==> config.mk <==
export PLATFORM = sky130hd
export DESIGN_NAME = instr_fetch
export DESIGN_NICKNAME = d
export VERILOG_FILES = /design/src/rtl/instr_fetch.sv
export SDC_FILE = /design/constraint.sdc
export NUM_CORES = 1
export LEC_CHECK = 0
export CAP_MARGIN = 20
export CORE_ASPECT_RATIO = 1.25
export CORE_MARGIN = 5
export CORE_UTILIZATION = 55
export DETAILED_ROUTE_END_ITERATION = 12
export DONT_BUFFER_PORTS = 1
export HOLD_SLACK_MARGIN = 0.12
export PLACE_DENSITY = 0.78
export RECOVER_POWER = 50
export SLEW_MARGIN = 20
export SYNTH_ARGS = -nofsm -noshare
export SYNTH_HDL_FRONTEND = slang
export SYNTH_SLANG_ARGS = --single-unit
==> constraint.sdc <==
create_clock -name clk -period 3.1 [get_ports clk]
set_input_delay 0.31 -clock clk [delete_from_list [all_inputs] [get_ports clk]]
set_output_delay 0.31 -clock clk [all_outputs]
set_load 0.02 [all_outputs]
==> src/rtl/instr_fetch.sv <==
// Fetch stage: drives the ROM address from pc and registers the returned word into ir.
// Latency: one cycle from pc to ir. Completes the fetch on the same edge.
// Backpressure: ir, ir_pc and pc hold while ir_valid=1 and ir_ready=0. jump_en flushes ir.
module instr_fetch #(
    parameter int ADDR_W = 4,
    parameter int INST_W = 16,
    parameter bit WRAP   = 1'b1
) (
    input  logic              clk,
    input  logic              rst_n,
    input  logic              start,
    input  logic              halt_req,
    input  logic              jump_en,
    input  logic [ADDR_W-1:0] jump_addr,
    output logic [ADDR_W-1:0] rom_addr,
    input  logic [INST_W-1:0] rom_data,
    output logic [INST_W-1:0] ir,
    output logic [ADDR_W-1:0] ir_pc,
    output logic              ir_valid,
    input  logic              ir_ready,
    output logic [ADDR_W-1:0] pc,
    output logic              running,
    output logic              done
);

    typedef enum logic [1:0] {
        IDLE = 2'd0,
        RUN  = 2'd1,
        HALT = 2'd2
    } state_t;

    localparam logic [ADDR_W-1:0] LAST_ADDR = {ADDR_W{1'b1}};

    state_t state;
    state_t state_nxt;
    logic   fetch;
    logic   last_fetch;

    // The ROM is combinational, so the word for pc is available this cycle.
    assign rom_addr = pc;

    // A fetch needs RUN and a free (or draining) ir. A jump always suppresses it.
    assign fetch = (state == RUN) && (!ir_valid || ir_ready) && !jump_en;

    // Without wrap, fetching the top address ends the program.
    assign last_fetch = fetch && !WRAP && (pc == LAST_ADDR);

    // State register.
    always_ff @(posedge clk or negedge rst_n) begin
        if (!rst_n) begin
            state <= IDLE;
        end else begin
            state <= state_nxt;
        end
    end

    // Next-state logic. halt_req beats start when both arrive together.
    always_comb begin
        state_nxt = state;
        case (state)
            IDLE:    if (start && !halt_req) state_nxt = RUN;
            RUN:     if (halt_req || last_fetch) state_nxt = HALT;
            HALT:    if (start && !halt_req) state_nxt = RUN;
            default: state_nxt = IDLE;
        endcase
    end

    // Output decode from the state.
    always_comb begin
        running = (state == RUN);
    end

    // Datapath. Priority: jump flush, then fetch, then a consume with no refill.
    // After the last fetch without wrap, pc stays on the last address.
    always_ff @(posedge clk or negedge rst_n) begin
        if (!rst_n) begin
            pc       <= '0;
            ir       <= '0;
            ir_pc    <= '0;
            ir_valid <= 1'b0;
        end else if (jump_en) begin
            pc       <= jump_addr;
            ir_valid <= 1'b0;
        end else if (fetch) begin
            ir       <= rom_data;
            ir_pc    <= pc;
            ir_valid <= 1'b1;
            if (!last_fetch) begin
                pc <= pc + ADDR_W'(1);
            end
        end else if (ir_valid && ir_ready) begin
            ir_valid <= 1'b0;
        end
    end

    // done is set by the last fetch and cleared by the next start.
    always_ff @(posedge clk or negedge rst_n) begin
        if (!rst_n) begin
            done <= 1'b0;
        end else if (last_fetch) begin
            done <= 1'b1;
        end else if (start) begin
            done <= 1'b0;
        end
    end

endmodule

# After elaboration in Yosys (flattened, before gate mapping)
# Cells that the tools add are included.
[op_classes]
n_bitwise = 1
mux = 8
reduce_logical = 14
addsub = 1
eq_ne = 4
[ops]
columns = ["op", "n"]
rows = [
  ["$mux 4", 2],
  ["$add 4x1->4 const B", 1],
  ["$logic_and 1x1->1", 4],
  ["$mux 2", 2],
  ["$pmux 2 s2", 1],
  ["$reduce_and 2->1", 2],
  ["$logic_not 1->1", 3],
  ["$mux 1", 3],
  ["$reduce_bool 3->1", 1],
  ["$eq 2x1->1 const B", 1],
  ["$eq 2x2->1 const B", 1],
  ["$logic_not 2->1", 1],
  ["$ne 2x1->1 const B", 1],
  ["$ne 2x2->1 const B", 1],
  ["$reduce_bool 2->1", 1],
  ["$reduce_or 2->1", 1],
  ["$logic_or 1x1->1", 1],
  ["$not 1->1", 1],
]
[totals]
word_cells = 33
out_inout_bits = 31
regBits = 27
inputBits = 26

# Depth between registers and ports, before layout
# Gate-level depths: netlist of run 1.
[logic_depth]
word_depth = 6
mapped_depth = 6
depth_no_buf = 4

# Worst setup path after synthesis of run 1
# OpenSTA, ideal clock, no wires.
[synth_path]
path_type = "register to register"
from = "register state[1]"
to = "register ir[0]"
setup_ns = 0.125
arrival_ns = 1.262
path_buffers = 2
required_time_ns = 2.975
stages_incl_launch_ff = 7
slack_ns = 1.713
synth_period_minus_slack_ns = 1.387
cell_sequence = "dfrtp_1 -> nand2b_1 -> buf_6 -> inv_2 -> nand3_2 -> buf_6 -> mux2_2"
[synth_between]
elab_chain_cells = 4
[synth_lines]
columns = ["item", "line_no", "source"]
rows = [
  ["start: declaration", "34", "state_t state;"],
  ["start signal: assignment", "53", "state <= state_nxt;"],
  ["$eq 2x1->1", "n/a", ""],
  ["via running", "22", "output logic running,"],
  ["$logic_and 1x1->1 (2 in a row)", "43", "assign fetch = (state == RUN) && (!ir_valid || ir_ready) && !jump_en;"],
  ["$reduce_and 2->1 (no source line)", "n/a", ""],
  ["end signal: assignment", "85", "ir <= rom_data;"],
  ["end: declaration", "17", "output logic [INST_W-1:0] ir,"],
]
# The timed path passes the listed nets, and every way through them passes these cells.
# A chain may end at the register's enable or synchronous reset.

# Final worst setup path of run 1
[layout_path]
from = "register state[1]"
to = "register ir[1]"
# The elaborated chain is that of the path after synthesis.

==> impl_metrics.ini, run 1 <==
[setup_path]
start_kind = register
criticalPathCategory = register to register
required_ns = 3.31
crit_chain = nand2b_1 -> inv_2 -> nand3_2 -> mux2_2
reg2reg_to = ir[1]$_DFFE_PN0P_
cpPeakStageDelay_ns = 0.43
r2r_slack_ns = 1.26
crit_buf_inv = 1
worstPathArrival_ns = 2.06
cp_slowest_cell = mux2_2
cpLargestDelayFamily = simple AND/OR/NAND/NOR gates
reg2reg_depth = 4
r2r-start = state[1]$_DFFE_PN0P_
critPathCaptureType = register
critPathMaxFanout = 20

[flow_run]
drv_cap = 0

[floorplan]
die-width_um = 51.12
initial_utilization_pct = 57.99
dieArea_um2 = 3139
core_um2 = 2004
fp-row-count = 18
boundaryPins = 57
die_y_um = 61.40

[worst_hold_path]
hold_path_startpoint = rom_data[6]
hold_class = input port to register
worstHoldEndpoint = ir[6]$_DFFE_PN0P_
min_path_cells = 1

[detailed_routing]
vias = 723
drc = 0
ant_nets = 0
vias_per_cell = 5.693
wl_per_cell_um = 18.06
totalWireLength_um = 2293
drtIter0Drc = 11
drtPass1Iterations = 2

[finish]
diodes = 0
final_cells = 127
final_common_cell = dfrtp_1
final_area_um2 = 1360
fill_cells = 148
syn_to_final_growth_pct = 17.01
drive_gt1_share_pct = 25.23
nNetsFinal = 135
final_cell_mix = dfrtp_1, dlygate4sd3_1, mux2_2

[place]
dpl.hpwl_um = 1504
place_inst = 101
place_area_um2 = 1116
numPortBuffers = 0
gp_congestion = 0.7813

[synthesis]
syn_area_per_cell_um2 = 13.06
synth_cells = 89
synth_warnings = 0
synth.distinct_cells = 22
synth_nets = 116
synth.ff_latch_count = 27
netlist_area_um2 = 1162
yosysSeqAreaShare_pct = 58.13

[clock_network]
cts_setup_buffers = 0
clk_path_buf_depth = 2
cts_tree = yes
clkSlewWorstSetupHoldPaths_ns = 0.15
clock-sinks = 27
cts_buffers = 3
clk_latency_ns = 0.32
root_buffer = clkbuf_4
cts_max_level = 1

[global_routing]
grt_pass1_vias = 746
antenna_found_initial = 0
grt_first_pass_wirelength_um = 3394
track_usage_pct = 14.67
gr-total-overflow = 0
grt_max_degree = 28

[timing]
rsz0062_at_grt = false
fin_crit_ns = 1.844
tightest_slew_ns = 1.409
skew_ns = 0.01052
clock.fmax_mhz = 542.4
slew_headroom_pct = 6.065
final_max_slew_viol_count = 0
hold_viol = 0
whs_ns = 0.1442
finalSetupViolCount = 0
fin_crit_sh_pct = 59.47
tns_ns = 0

[outcome]
outcome = finished, final reports clean

[power]
cellPowerDensity_nw_per_um2 = 739.0
ir_drop_uv = 540.3
leakage_uw = 0.0005870
-- area by class of cell --
cell class | count | area, um2 | share of cell area, %
clock buffers | 3 | 22.52 | 1.656
well taps | 20 | 25.02 | 1.840
inverters | 4 | 15.01 | 1.104
flip-flops and latches | 27 | 675.6 | 49.68
clock inverters | 1 | 7.507 | 0.5520
multi-input cells | 50 | 400.4 | 29.44
repair buffers | 22 | 214.0 | 15.73
-- per-layer routing --
layer,GRT usage (%),share of wire (%),vias to the layer above
li1,-,-,339
met1,16.11,38,342
met2,26.34,51,42
met3,4.600,11,0
met4,6.154,0,0
met5,0,0,-
-- through the flow --
stage | utilization [%] | worst slack, ns | power (uW)
floorplan | - | 1.713 | 811.8
global placement | 55.68 | 1.340 | 827.3
detailed placement | 55.68 | 1.263 | 840.8
CTS | 64.17 | 1.236 | 1011
global route | 67.85 | 1.091 | 1069
finish | 67.85 | 1.257 | 1005
-- cells by family (layout without fill, tap and decap cells) --
family                   count (synthesis)  after routing  share of synthesized area [%]
AO/OA/AOI/OAI                           11             11                          5.598
adder cells (fa/ha/maj)                  1              1                          1.076
buffers and inverters                   12             30                          7.427
flip-flops                              27             27                          58.13
multiplexers                            20             20                          19.38
other                                    1              1                         0.3226
AND/OR/NAND/NOR                         17             17                          8.074
-- how the worst max path moves through the flow --
| stage | from | to | cells past startpoint |
|---|---|---|---|
| 2_1_floorplan | state[1]$_DFFE_PN0P_ | ir[0]$_DFFE_PN0P_ | 6 |
| 3_3_place_gp | state[1]$_DFFE_PN0P_ | ir[6]$_DFFE_PN0P_ | 4 |
| 3_5_place_dp | state[1]$_DFFE_PN0P_ | ir[1]$_DFFE_PN0P_ | 4 |
| 4_1_cts | state[1]$_DFFE_PN0P_ | ir[1]$_DFFE_PN0P_ | 4 |
| 5_1_grt | rst_n | ir_valid$_DFFE_PN0P_ | 2 |
| 6_report | state[1]$_DFFE_PN0P_ | ir[1]$_DFFE_PN0P_ | 4 |
-- state kept, by name, summed over array words and instances (netlist names) --
| signal | cells |
|---|---|
| ir | 16 |
| ir_pc | 4 |
| pc | 4 |
| ir_valid | 1 |
| state | 2 |
-- worst register-to-register path, stage by stage (launching register included) --
cell and delay (ns):
dfrtp_1 0.41, nand2b_1 0.26, inv_2 0.21, nand3_2 0.42, mux2_2 0.44
-- synthesized netlist by cell type, drive strengths merged --
| library cell | n | area share [%] |
|---|---|---|
| o21ai | 4 | 1.7 |
| o31ai | 1 | 0.65 |
| o311ai | 1 | 0.75 |
| nand2b | 3 | 1.6 |
| conb | 1 | 0.32 |
| a31oi | 3 | 1.6 |
| buf | 8 | 6.1 |
| nand2 | 2 | 0.65 |
| or4 | 1 | 0.65 |
| a21oi | 2 | 0.86 |
| nand4 | 1 | 0.54 |
| nand3 | 4 | 2.2 |
| nor2b | 1 | 0.54 |
| dfrtp | 27 | 58 |
| mux2 | 20 | 19 |
| nor2 | 4 | 1.3 |
| inv | 4 | 1.3 |
| ha | 1 | 1.1 |
| or3 | 1 | 0.65 |
-- what timing repair did --
item	CTS	global route
hold buffers	13	9
resized for setup	0	0
hold endpoints to repair	38	9
-- power by group --
| part | internal [uW] | leakage (uW) | total (uW) | switching, uW |
|---|---|---|---|---|
| Sequential | 461 | 0.000322 | 688 | 227 |
| Clock | 49.2 | 0.0000139 | 149 | 99.4 |
| Combinational | 107 | 0.000252 | 169 | 62.0 |
| Total | 617 | 0.000587 | 1010 | 388 |
Power figures use the tool's default switching activity.
==> run 2: changes to the inputs <==
==> constraint.sdc (replaced) <==
create_clock -name clk -period 1.88 [get_ports clk]
set_input_delay 0.188 -clock clk [delete_from_list [all_inputs] [get_ports clk]]
set_output_delay 0.188 -clock clk [all_outputs]
set_load 0.02 [all_outputs]
==> impl_metrics.ini, run 2 (synthesis results as in run 1) <==
[detailed_routing]
vias = 792
drc = 0
wl_per_cell_um = 18.86
highest_layer = met3
wl_met3_um = 219
drtIter0Drc = 12
drtPass1Iterations = 4
vias_per_cell = 5.824
ant_nets = 0
totalWireLength_um = 2565
wl_met2_um = 1400
wl_met1_um = 945

[clock_network]
clkSlewWorstSetupHoldPaths_ns = 0.15
root_buffer = clkbuf_4
post_cts_resized = 0
cts-hold-fix-buffers = 26
clk_path_buf_depth = 2
cts_buffers = 3
cts_tree = yes
cts_setup_buffers = 0
clk_latency_ns = 0.32
cts_max_level = 1
clock-sinks = 27

[floorplan]
fp-row-count = 18
boundaryPins = 57
dieArea_um2 = 3139
initial_utilization_pct = 57.99
core_um2 = 2004
die-width_um = 51.12
die_y_um = 61.40

[setup_path]
crit_cells = 4
crit_end = ir[1]$_DFFE_PN0P_
critPathCaptureType = register
cp_slowest_cell = mux2_2
critPathMaxFanout = 20
cpPeakStageDelay_ns = 0.44
cpLargestDelayFamily = simple AND/OR/NAND/NOR gates
r2r_slack_ns = 0.13
required_ns = 2.09
start_kind = register
worstPathArrival_ns = 1.97
crit_buf_inv = 1
r2r-start = state[1]$_DFFE_PN0P_
reg2reg_to = ir[1]$_DFFE_PN0P_
crit_chain = nand2b_1 -> inv_2 -> nand3_2 -> mux2_2
crit_start = state[1]$_DFFE_PN0P_
reg2reg_depth = 4
criticalPathCategory = register to register

[worst_hold_path]
hold_class = input port to register

[finish]
diodes = 0
final_common_cell = dfrtp_1
largest_reg_flops = 16
reg.largest.list = ir x16, ir_pc x4, pc x4
final_util_pct = 71.72
final_cell_mix = dfrtp_1, dlygate4sd3_1, mux2_2
nNetsFinal = 144
syn_to_final_growth_pct = 23.68
final_area_um2 = 1438
drive_gt1_share_pct = 27.59
regMostFlops = ir

[global_routing]
gr-total-overflow = 0
grt_first_pass_wirelength_um = 4015
track_usage_pct = 17.38
grt_max_degree = 28
antenna_found_initial = 0
grt_pass1_vias = 837

[timing]
slew_headroom_pct = 7.653
hold_viol = 0
skew_ns = 0.01026
rsz0062_at_grt = false
finalSetupViolCount = 0
fin_crit_ns = 1.752
fin_crit_sh_pct = 93.20
tns_ns = 0
layout_setup_ws_ns = 0.1279
tightest_slew_ns = 1.385
final_max_slew_viol_count = 0
clock.fmax_mhz = 570.8

[place]
dp_slack_ns = 0.1635
numPortBuffers = 0
dpl.hpwl_um = 1667
gp_congestion = 0.7331
place_area_um2 = 1154

[outcome]
outcome = finished, final reports clean

[power]
p_total_uw = 1708
leakage_uw = 0.0006280
ir_drop_uv = 695.6
cellPowerDensity_nw_per_um2 = 1188

[flow_run]
drv_cap = 0
## run 2: cell types whose count changed in the layout (fill, tap and decap cells not counted)
| cell | delta |
|---|---|
| buf_4 | +5 |
| dlygate4sd3_1 | +4 |
## run 2: final cells by class
cell class / count / area (um2)
Fill cell: 135 / 566.8
Clock buffer: 3 / 22.52
Multi-Input combinational cell: 50 / 400.4
Tap cell: 20 / 25.02
Clock inverter: 1 / 7.507
Timing Repair Buffer: 31 / 291.5
Inverter: 4 / 15.01
Sequential cell: 27 / 675.6
## run 2: power breakdown
part / internal (uW) / switching [uW] / total [uW] / leakage, uW
clock: 81.1 / 169 / 250 / 0.0000139
combinational: 199 / 154 / 353 / 0.000292
sequential: 761 / 344 / 1100 / 0.000322
total: 1040 / 668 / 1710 / 0.000628
## run 2: worst min-delay path by stage
stage	from	to	slack (ns)	cells after the start
after CTS	jump_en	pc[1]$_DFFE_PN0P_	0.15	2
after detailed placement	rst_n	ir[6]$_DFFE_PN0P_	-0.11	0
final	jump_en	pc[1]$_DFFE_PN0P_	0.15	2
after floorplan	rst_n	ir[0]$_DFFE_PN0P_	-0.11	0
after global placement	rst_n	ir[6]$_DFFE_PN0P_	-0.11	0
after global routing	ir_ready	ir_valid$_DFFE_PN0P_	0.17	2
## run 2: per-layer routing
metal | up-vias | track usage, %
li1 | 357 | -
met1 | 396 | 19.55
met2 | 39 | 32.60
met3 | 0 | 4.843
met4 | 0 | 4.231
met5 | - | 0
## run 2: worst reg2reg max path: cells and delay by family (launching register included)
| family | cells | cell delay, ns |
|---|---|---|
| simple gates | 2 | 0.68 |
| mux | 1 | 0.44 |
| flops | 1 | 0.40 |
| buf+inv | 1 | 0.12 |
## run 2: metrics by stage
| stage | cells | hold slack (ns) |
|---|---|---|
| floorplan | 89 | -0.1076 |
| global placement | 106 | -0.1070 |
| detailed placement | 106 | -0.1069 |
| CTS | 136 | 0.1502 |
| global route | 136 | 0.1736 |
| finish | 136 | 0.1524 |
